$ cat src/rtl/int_add_rs.sv
`timescale 1ns/1ps
`default_nettype none
// +----------------------------------------------------------------------------+
// | Module  : int_add_rs                                                       |
// | Desc    : Integer add/sub reservation station with CDB snooping, feeding   |
// |           the carry-lookahead adder through a registered valid/ready port. |
// |           Optional subtract support: define INT_RS_SUB_EN.                 |
// | Rev     : 1.0  initial release                                             |
// +----------------------------------------------------------------------------+
module int_add_rs #(
   parameter int ENTRIES = 4,
   parameter int XLEN    = 32,
   parameter int TAG_W   = 4
) (
   input  logic                           clk,
   input  logic                           rst_n,
   input  logic                           issue_valid,
   output logic                           issue_ready,
   input  logic                           issue_op,
   input  logic [TAG_W-1:0]               issue_dest,
   input  logic [XLEN-1:0]                issue_vj,
   input  logic [XLEN-1:0]                issue_vk,
   input  logic [TAG_W-1:0]               issue_qj,
   input  logic [TAG_W-1:0]               issue_qk,
   input  logic                           issue_qj_busy,
   input  logic                           issue_qk_busy,
   input  logic                           cdb_valid,
   input  logic [TAG_W-1:0]               cdb_tag,
   input  logic [XLEN-1:0]                cdb_value,
   output logic                           ex_valid,
   input  logic                           ex_ready,
   output logic [XLEN-1:0]                ex_a,
   output logic [XLEN-1:0]                ex_b,
   output logic                           ex_cin,
   output logic [TAG_W-1:0]               ex_dest,
   output logic [$clog2(ENTRIES+1)-1:0]   occupancy
);

   localparam int c_IDX_W = (ENTRIES > 1) ? $clog2(ENTRIES) : 1;
   localparam int c_OCC_W = $clog2(ENTRIES+1);

   logic [ENTRIES-1:0] r_valid;
   logic [ENTRIES-1:0] r_qj_busy;
   logic [ENTRIES-1:0] r_qk_busy;
   logic [TAG_W-1:0]   r_dest [ENTRIES];
   logic [TAG_W-1:0]   r_qj   [ENTRIES];
   logic [TAG_W-1:0]   r_qk   [ENTRIES];
   logic [XLEN-1:0]    r_vj   [ENTRIES];
   logic [XLEN-1:0]    r_vk   [ENTRIES];
`ifdef INT_RS_SUB_EN
   logic [ENTRIES-1:0] r_op;
`else
   logic               w_unused_op;
   assign w_unused_op = issue_op;
`endif

   logic [ENTRIES-1:0] w_ready;
   logic [c_IDX_W-1:0] w_free_idx;
   logic [c_IDX_W-1:0] w_sel_idx;
   logic               w_any_ready;
   logic [c_OCC_W-1:0] w_occ;
   logic               w_issue;
   logic               w_load;
   logic               w_dispatch;
   logic               w_fwd_j;
   logic               w_fwd_k;

   assign w_ready = r_valid & ~r_qj_busy & ~r_qk_busy;

   // Descending scan so the last hit is the lowest index.
   always_comb begin
      w_free_idx  = '0;
      w_sel_idx   = '0;
      w_any_ready = 1'b0;
      w_occ       = '0;
      for (int i = ENTRIES-1; i >= 0; i--) begin
         if (!r_valid[i]) w_free_idx = c_IDX_W'(i);
         if (w_ready[i]) begin
            w_sel_idx   = c_IDX_W'(i);
            w_any_ready = 1'b1;
         end
      end
      for (int i = 0; i < ENTRIES; i++) begin
         w_occ = w_occ + c_OCC_W'(r_valid[i]);
      end
   end

   assign occupancy   = w_occ;
   assign issue_ready = (w_occ != c_OCC_W'(ENTRIES));
   assign w_issue     = issue_valid && issue_ready;
   assign w_load      = !ex_valid || ex_ready;
   assign w_dispatch  = w_load && w_any_ready;
   assign w_fwd_j     = issue_qj_busy && cdb_valid && (issue_qj == cdb_tag);
   assign w_fwd_k     = issue_qk_busy && cdb_valid && (issue_qk == cdb_tag);

   // Free slot comes from registered valid bits, so a slot vacated by
   // dispatch this cycle cannot be refilled until the next one.
   always_ff @(posedge clk or negedge rst_n) begin
      if (!rst_n) begin
         r_valid   <= '0;
         r_qj_busy <= '0;
         r_qk_busy <= '0;
`ifdef INT_RS_SUB_EN
         r_op      <= '0;
`endif
         for (int i = 0; i < ENTRIES; i++) begin
            r_dest[i] <= '0;
            r_qj[i]   <= '0;
            r_qk[i]   <= '0;
            r_vj[i]   <= '0;
            r_vk[i]   <= '0;
         end
      end else begin
         for (int i = 0; i < ENTRIES; i++) begin
            if (w_dispatch && (w_sel_idx == c_IDX_W'(i))) begin
               r_valid[i] <= 1'b0;
            end else if (w_issue && (w_free_idx == c_IDX_W'(i))) begin
               r_valid[i]   <= 1'b1;
`ifdef INT_RS_SUB_EN
               r_op[i]      <= issue_op;
`endif
               r_dest[i]    <= issue_dest;
               r_qj[i]      <= issue_qj;
               r_qk[i]      <= issue_qk;
               r_vj[i]      <= w_fwd_j ? cdb_value : issue_vj;
               r_vk[i]      <= w_fwd_k ? cdb_value : issue_vk;
               r_qj_busy[i] <= issue_qj_busy && !w_fwd_j;
               r_qk_busy[i] <= issue_qk_busy && !w_fwd_k;
            end else if (r_valid[i] && cdb_valid) begin
               if (r_qj_busy[i] && (r_qj[i] == cdb_tag)) begin
                  r_vj[i]      <= cdb_value;
                  r_qj_busy[i] <= 1'b0;
               end
               if (r_qk_busy[i] && (r_qk[i] == cdb_tag)) begin
                  r_vk[i]      <= cdb_value;
                  r_qk_busy[i] <= 1'b0;
               end
            end
         end
      end
   end

   always_ff @(posedge clk or negedge rst_n) begin
      if (!rst_n) begin
         ex_valid <= 1'b0;
         ex_a     <= '0;
         ex_b     <= '0;
         ex_cin   <= 1'b0;
         ex_dest  <= '0;
      end else if (w_load) begin
         ex_valid <= w_any_ready;
         if (w_any_ready) begin
            ex_a    <= r_vj[w_sel_idx];
            ex_dest <= r_dest[w_sel_idx];
`ifdef INT_RS_SUB_EN
            ex_b    <= r_op[w_sel_idx] ? ~r_vk[w_sel_idx] : r_vk[w_sel_idx];
            ex_cin  <= r_op[w_sel_idx];
`else
            ex_b    <= r_vk[w_sel_idx];
            ex_cin  <= 1'b0;
`endif
         end
      end
   end

endmodule
`default_nettype wire
$ cat config.mk
export PLATFORM = sky130hd
export DESIGN_NAME = int_add_rs
export DESIGN_NICKNAME = d
export VERILOG_FILES = /design/src/rtl/int_add_rs.sv
export SDC_FILE = /design/constraint.sdc
export NUM_CORES = 1
export LEC_CHECK = 0
export ABC_AREA = 1
export CAP_MARGIN = 20
export CORE_ASPECT_RATIO = 1.75
export CORE_MARGIN = 2
export CORE_UTILIZATION = 60
export CTS_BUF_LIST = sky130_fd_sc_hd__clkbuf_4
export DETAILED_ROUTE_END_ITERATION = 16
export PLACE_DENSITY = 0.83
export REMOVE_ABC_BUFFERS = 1
export SLEW_MARGIN = 15
export SYNTH_ARGS = -nofsm -noshare
export SYNTH_HDL_FRONTEND = slang
export SYNTH_SLANG_ARGS = --single-unit
$ cat constraint.sdc
create_clock -name clk -period 3.6 [get_ports clk]
set_input_delay 0.9 -clock clk [delete_from_list [all_inputs] [get_ports clk]]
set_output_delay 0.9 -clock clk [all_outputs]
set_load 0.005 [all_outputs]
==> impl_results.md <==
- Lkg Pwr: 12.8 nW
- RSZ-0062 raised after global routing: false
- Syn Inst Count: 3,033
- I/O Buffers: 191
- Pwr Total: 22.9 mW
- Site Rows: 90
- GP Congestion: 0.930
- Crit Path Class: flop to output port
- Reg-to-reg slack, setup: 220 ps
- DP HPWL: 44,800 um
- Data arrival, critical path: 2640 ps
- Reg-to-Reg Start: r_valid[1]
- Syn_area_per_cell: 6.91 um2
- Fin cells: 3,737
- Measured slew at the worst slew-check pin: 1100 ps
- Clk_lat worst skew: 850 ps
- Worst Skew: 55.1 ps
- Worst hold path type: primary input to async pin
- Fill count: 2,932
- Net count, final: 3,338
- Reg2reg path depth: 14
- Wirelength, routed: 76,300 um
- Die X: 145 um
- Tmin final: 3540 ps
- Aggregate global-route resource usage: 0.416
- Post-synthesis sequential area ratio: 0.459
- Worst-path fanout max: 2
- Die height: 251 um
- Ports: 194
- CTS tree: done
- CTS root buf: clkbuf_4
- Cell count after placement: 3,580
- End of the worst register-to-register path: r_vj[116]
- Final core area utilization: 0.716
- Final hold vios: 0
- Total CTS buffers: 90
- First drt pass iteration count: 8
- Post-route ant nets: 0
- Clock Pin Slew Worst Setup and Hold Paths: 70 ps
- Area grow syn2layout: 17.7%
- Drt first-iter violations: 3,185
- Clk buf depth: 3
- PD cells: 928 nW/um2
- Residual DRC: 0
- Core Area: 34,500 um2
- Setup TNS Final: 0 ps
- Max Slew Vio Count: 0
- Vias in the first global route: 22,800
- Worst setup EP type: output port
- CTS H-Tree Depth: 3
- Status: finished clean
- Fmax: 283 MHz
- Via count: 22,800
- Fin Hold WS: 5.38 ps
- CTS Sinks: 385
- Hold-fix buffer count after cts: 0
- Yosys warnings: 0
- Worst EP required: 2700 ps
- Initial antenna violation count: 5
- Total grt overflow: 0
- Maximum VDD drop: 1100 uV
- Routed len/inst: 20.4 um
- Max Cap Violations: 0
- Final setup viols: 0
- Initial core utilization: 0.609
- Layout cell share with drive strength beyond 1: 0.0831
- Slew HR: 0.263
- Yosys cell types: 32
- Vias per inst: 6.09
- Final period util: 0.983
- Post-Syn Area: 21,000 um2
- Die ar.: 36,500 um2
- Global-route wire length before repair: 118,000 um
- Number of synthesized register bits: 385
- Largest net degree at the start of global routing: 123
- Startpoint types: flop
[routing by layer]
metal,part of all wire,global-route usage
met1,0.33,0.491
met4,0.089,0.329
met3,0.13,0.101
met2,0.45,0.653
met5,0.00016,0
[worst max path at each step]
stage / from / end / slack [ps]
after detailed placement: r_valid[1] / r_vj[116] / 240
final: r_valid[1] / occupancy[0] / 60
after global placement: r_valid[1] / r_vj[119] / 320
after CTS: r_valid[1] / issue_ready / -30
after global routing: r_valid[1] / occupancy[0] / 9
after floorplan: r_valid[1] / r_qj_busy[2] / -2400
[flip-flops by register name (all words and copies together) (netlist names), 16 cells and up]
| register | count |
|---|---|
| ex_a | 32 |
| ex_b | 32 |
| r_dest | 16 |
| r_qj | 16 |
| r_qk | 16 |
| r_vj | 128 |
| r_vk | 128 |
[layout make-up]
| cell class | count | area (um2) | area share |
|---|---|---|---|
| Clock inverter | 20 | 101 | 0.00411 |
| Tap cell | 460 | 576 | 0.0233 |
| Multi-Input combinational cell | 2281 | 9930 | 0.403 |
| Clock buffer | 129 | 968 | 0.0392 |
| Antenna cell | 5 | 12.5 | 0.000507 |
| Sequential cell | 385 | 9640 | 0.390 |
| Inverter | 186 | 698 | 0.0283 |
| Timing Repair Buffer | 271 | 2750 | 0.112 |
[cell families (layout without fill, tap and decap cells)]
family                   Yosys count  in the layout  synth area share
adder cells (fa/ha/maj)            3              3           0.00215
AO/OA/AOI/OAI                    235            235            0.0572
flip-flops                       385            385             0.459
buffers and inverters            367            606            0.0723
XOR/XNOR                          18             18           0.00752
other                              1              6          0.000179
AND/OR/NAND/NOR                 2024           2024             0.401
[cell usage in the layout (no fill, tap or decap), types with 3 or more instances in the layout]
cell type	count
nor2_2	3
nor2_4	8
nand2_2	12
clkinv_1	18
nand3_2	7
nand4_1	29
buf_12	19
o21ai_1	17
nor2_1	234
inv_1	169
buf_4	61
nand3_1	515
dfrtp_1	383
clkbuf_4	129
nand2_1	1210
xnor2_1	16
a21oi_1	70
clkdlybuf4s50_1	187
diode_2	5
o22ai_1	7
o21ai_2	3
inv_2	18
o21ai_0	136
[what timing repair did]
action,CTS,global route
pin swaps,2,3
setup buffers,2,0
resized for setup,6,3
setup endpoints to repair,3,1
hold endpoints to repair,0,0
[report_power, final]
group	switching (mW)	leakage (nW)	internal (mW)	total, mW
clock	1.78	0.640	1.70	3.48
combinational	7.81	7.34	3.95	11.8
sequential	1.20	4.78	6.46	7.66
[cells in the mapped netlist]
cell	n	area share
o21ai_2	3	0.0013
nand3b_2	1	0.00054
inv_2	16	0.0029
conb_1	1	0.00018
nand2_2	6	0.0018
xor2_1	2	0.00084
o22ai_1	7	0.0021
clkbuf_1	77	0.014
o21ai_0	136	0.032
ha_1	2	0.0012
nor3_1	1	0.00024
buf_4	6	0.0021
nor2_1	236	0.042
nand4_1	29	0.0087
xnor2_1	16	0.0067
nor2_4	1	0.00054
nor2_2	8	0.0024
dfrtp_1	385	0.46
clkinv_1	1	0.00018
nand3_1	519	0.12
a21oi_2	1	0.00042
nand2_4	1	0.00054
o21ai_1	18	0.0043
buf_1	5	0.00090
a21oi_1	70	0.017
fa_1	1	0.00095
inv_1	169	0.030
buf_2	93	0.022
nor3_2	2	0.00095
nand3b_1	1	0.00036
nand3_2	3	0.0014
nand2_1	1216	0.22
[per-stage QoR]
stage	instance area, um2	worst slack (ps)
after CTS	24600	-33.6
after global placement	23600	321
final	24700	61.1
after floorplan	20200	-2400
after detailed placement	23600	241
after global routing	24700	8.86
[critical path, cell delays in order (launching register included)]
cell and delay, ps:
dfrtp_2 430, fa_1 500, ha_2 370, clkdlybuf4s50_1 500
Power figures use the tool's default switching activity.
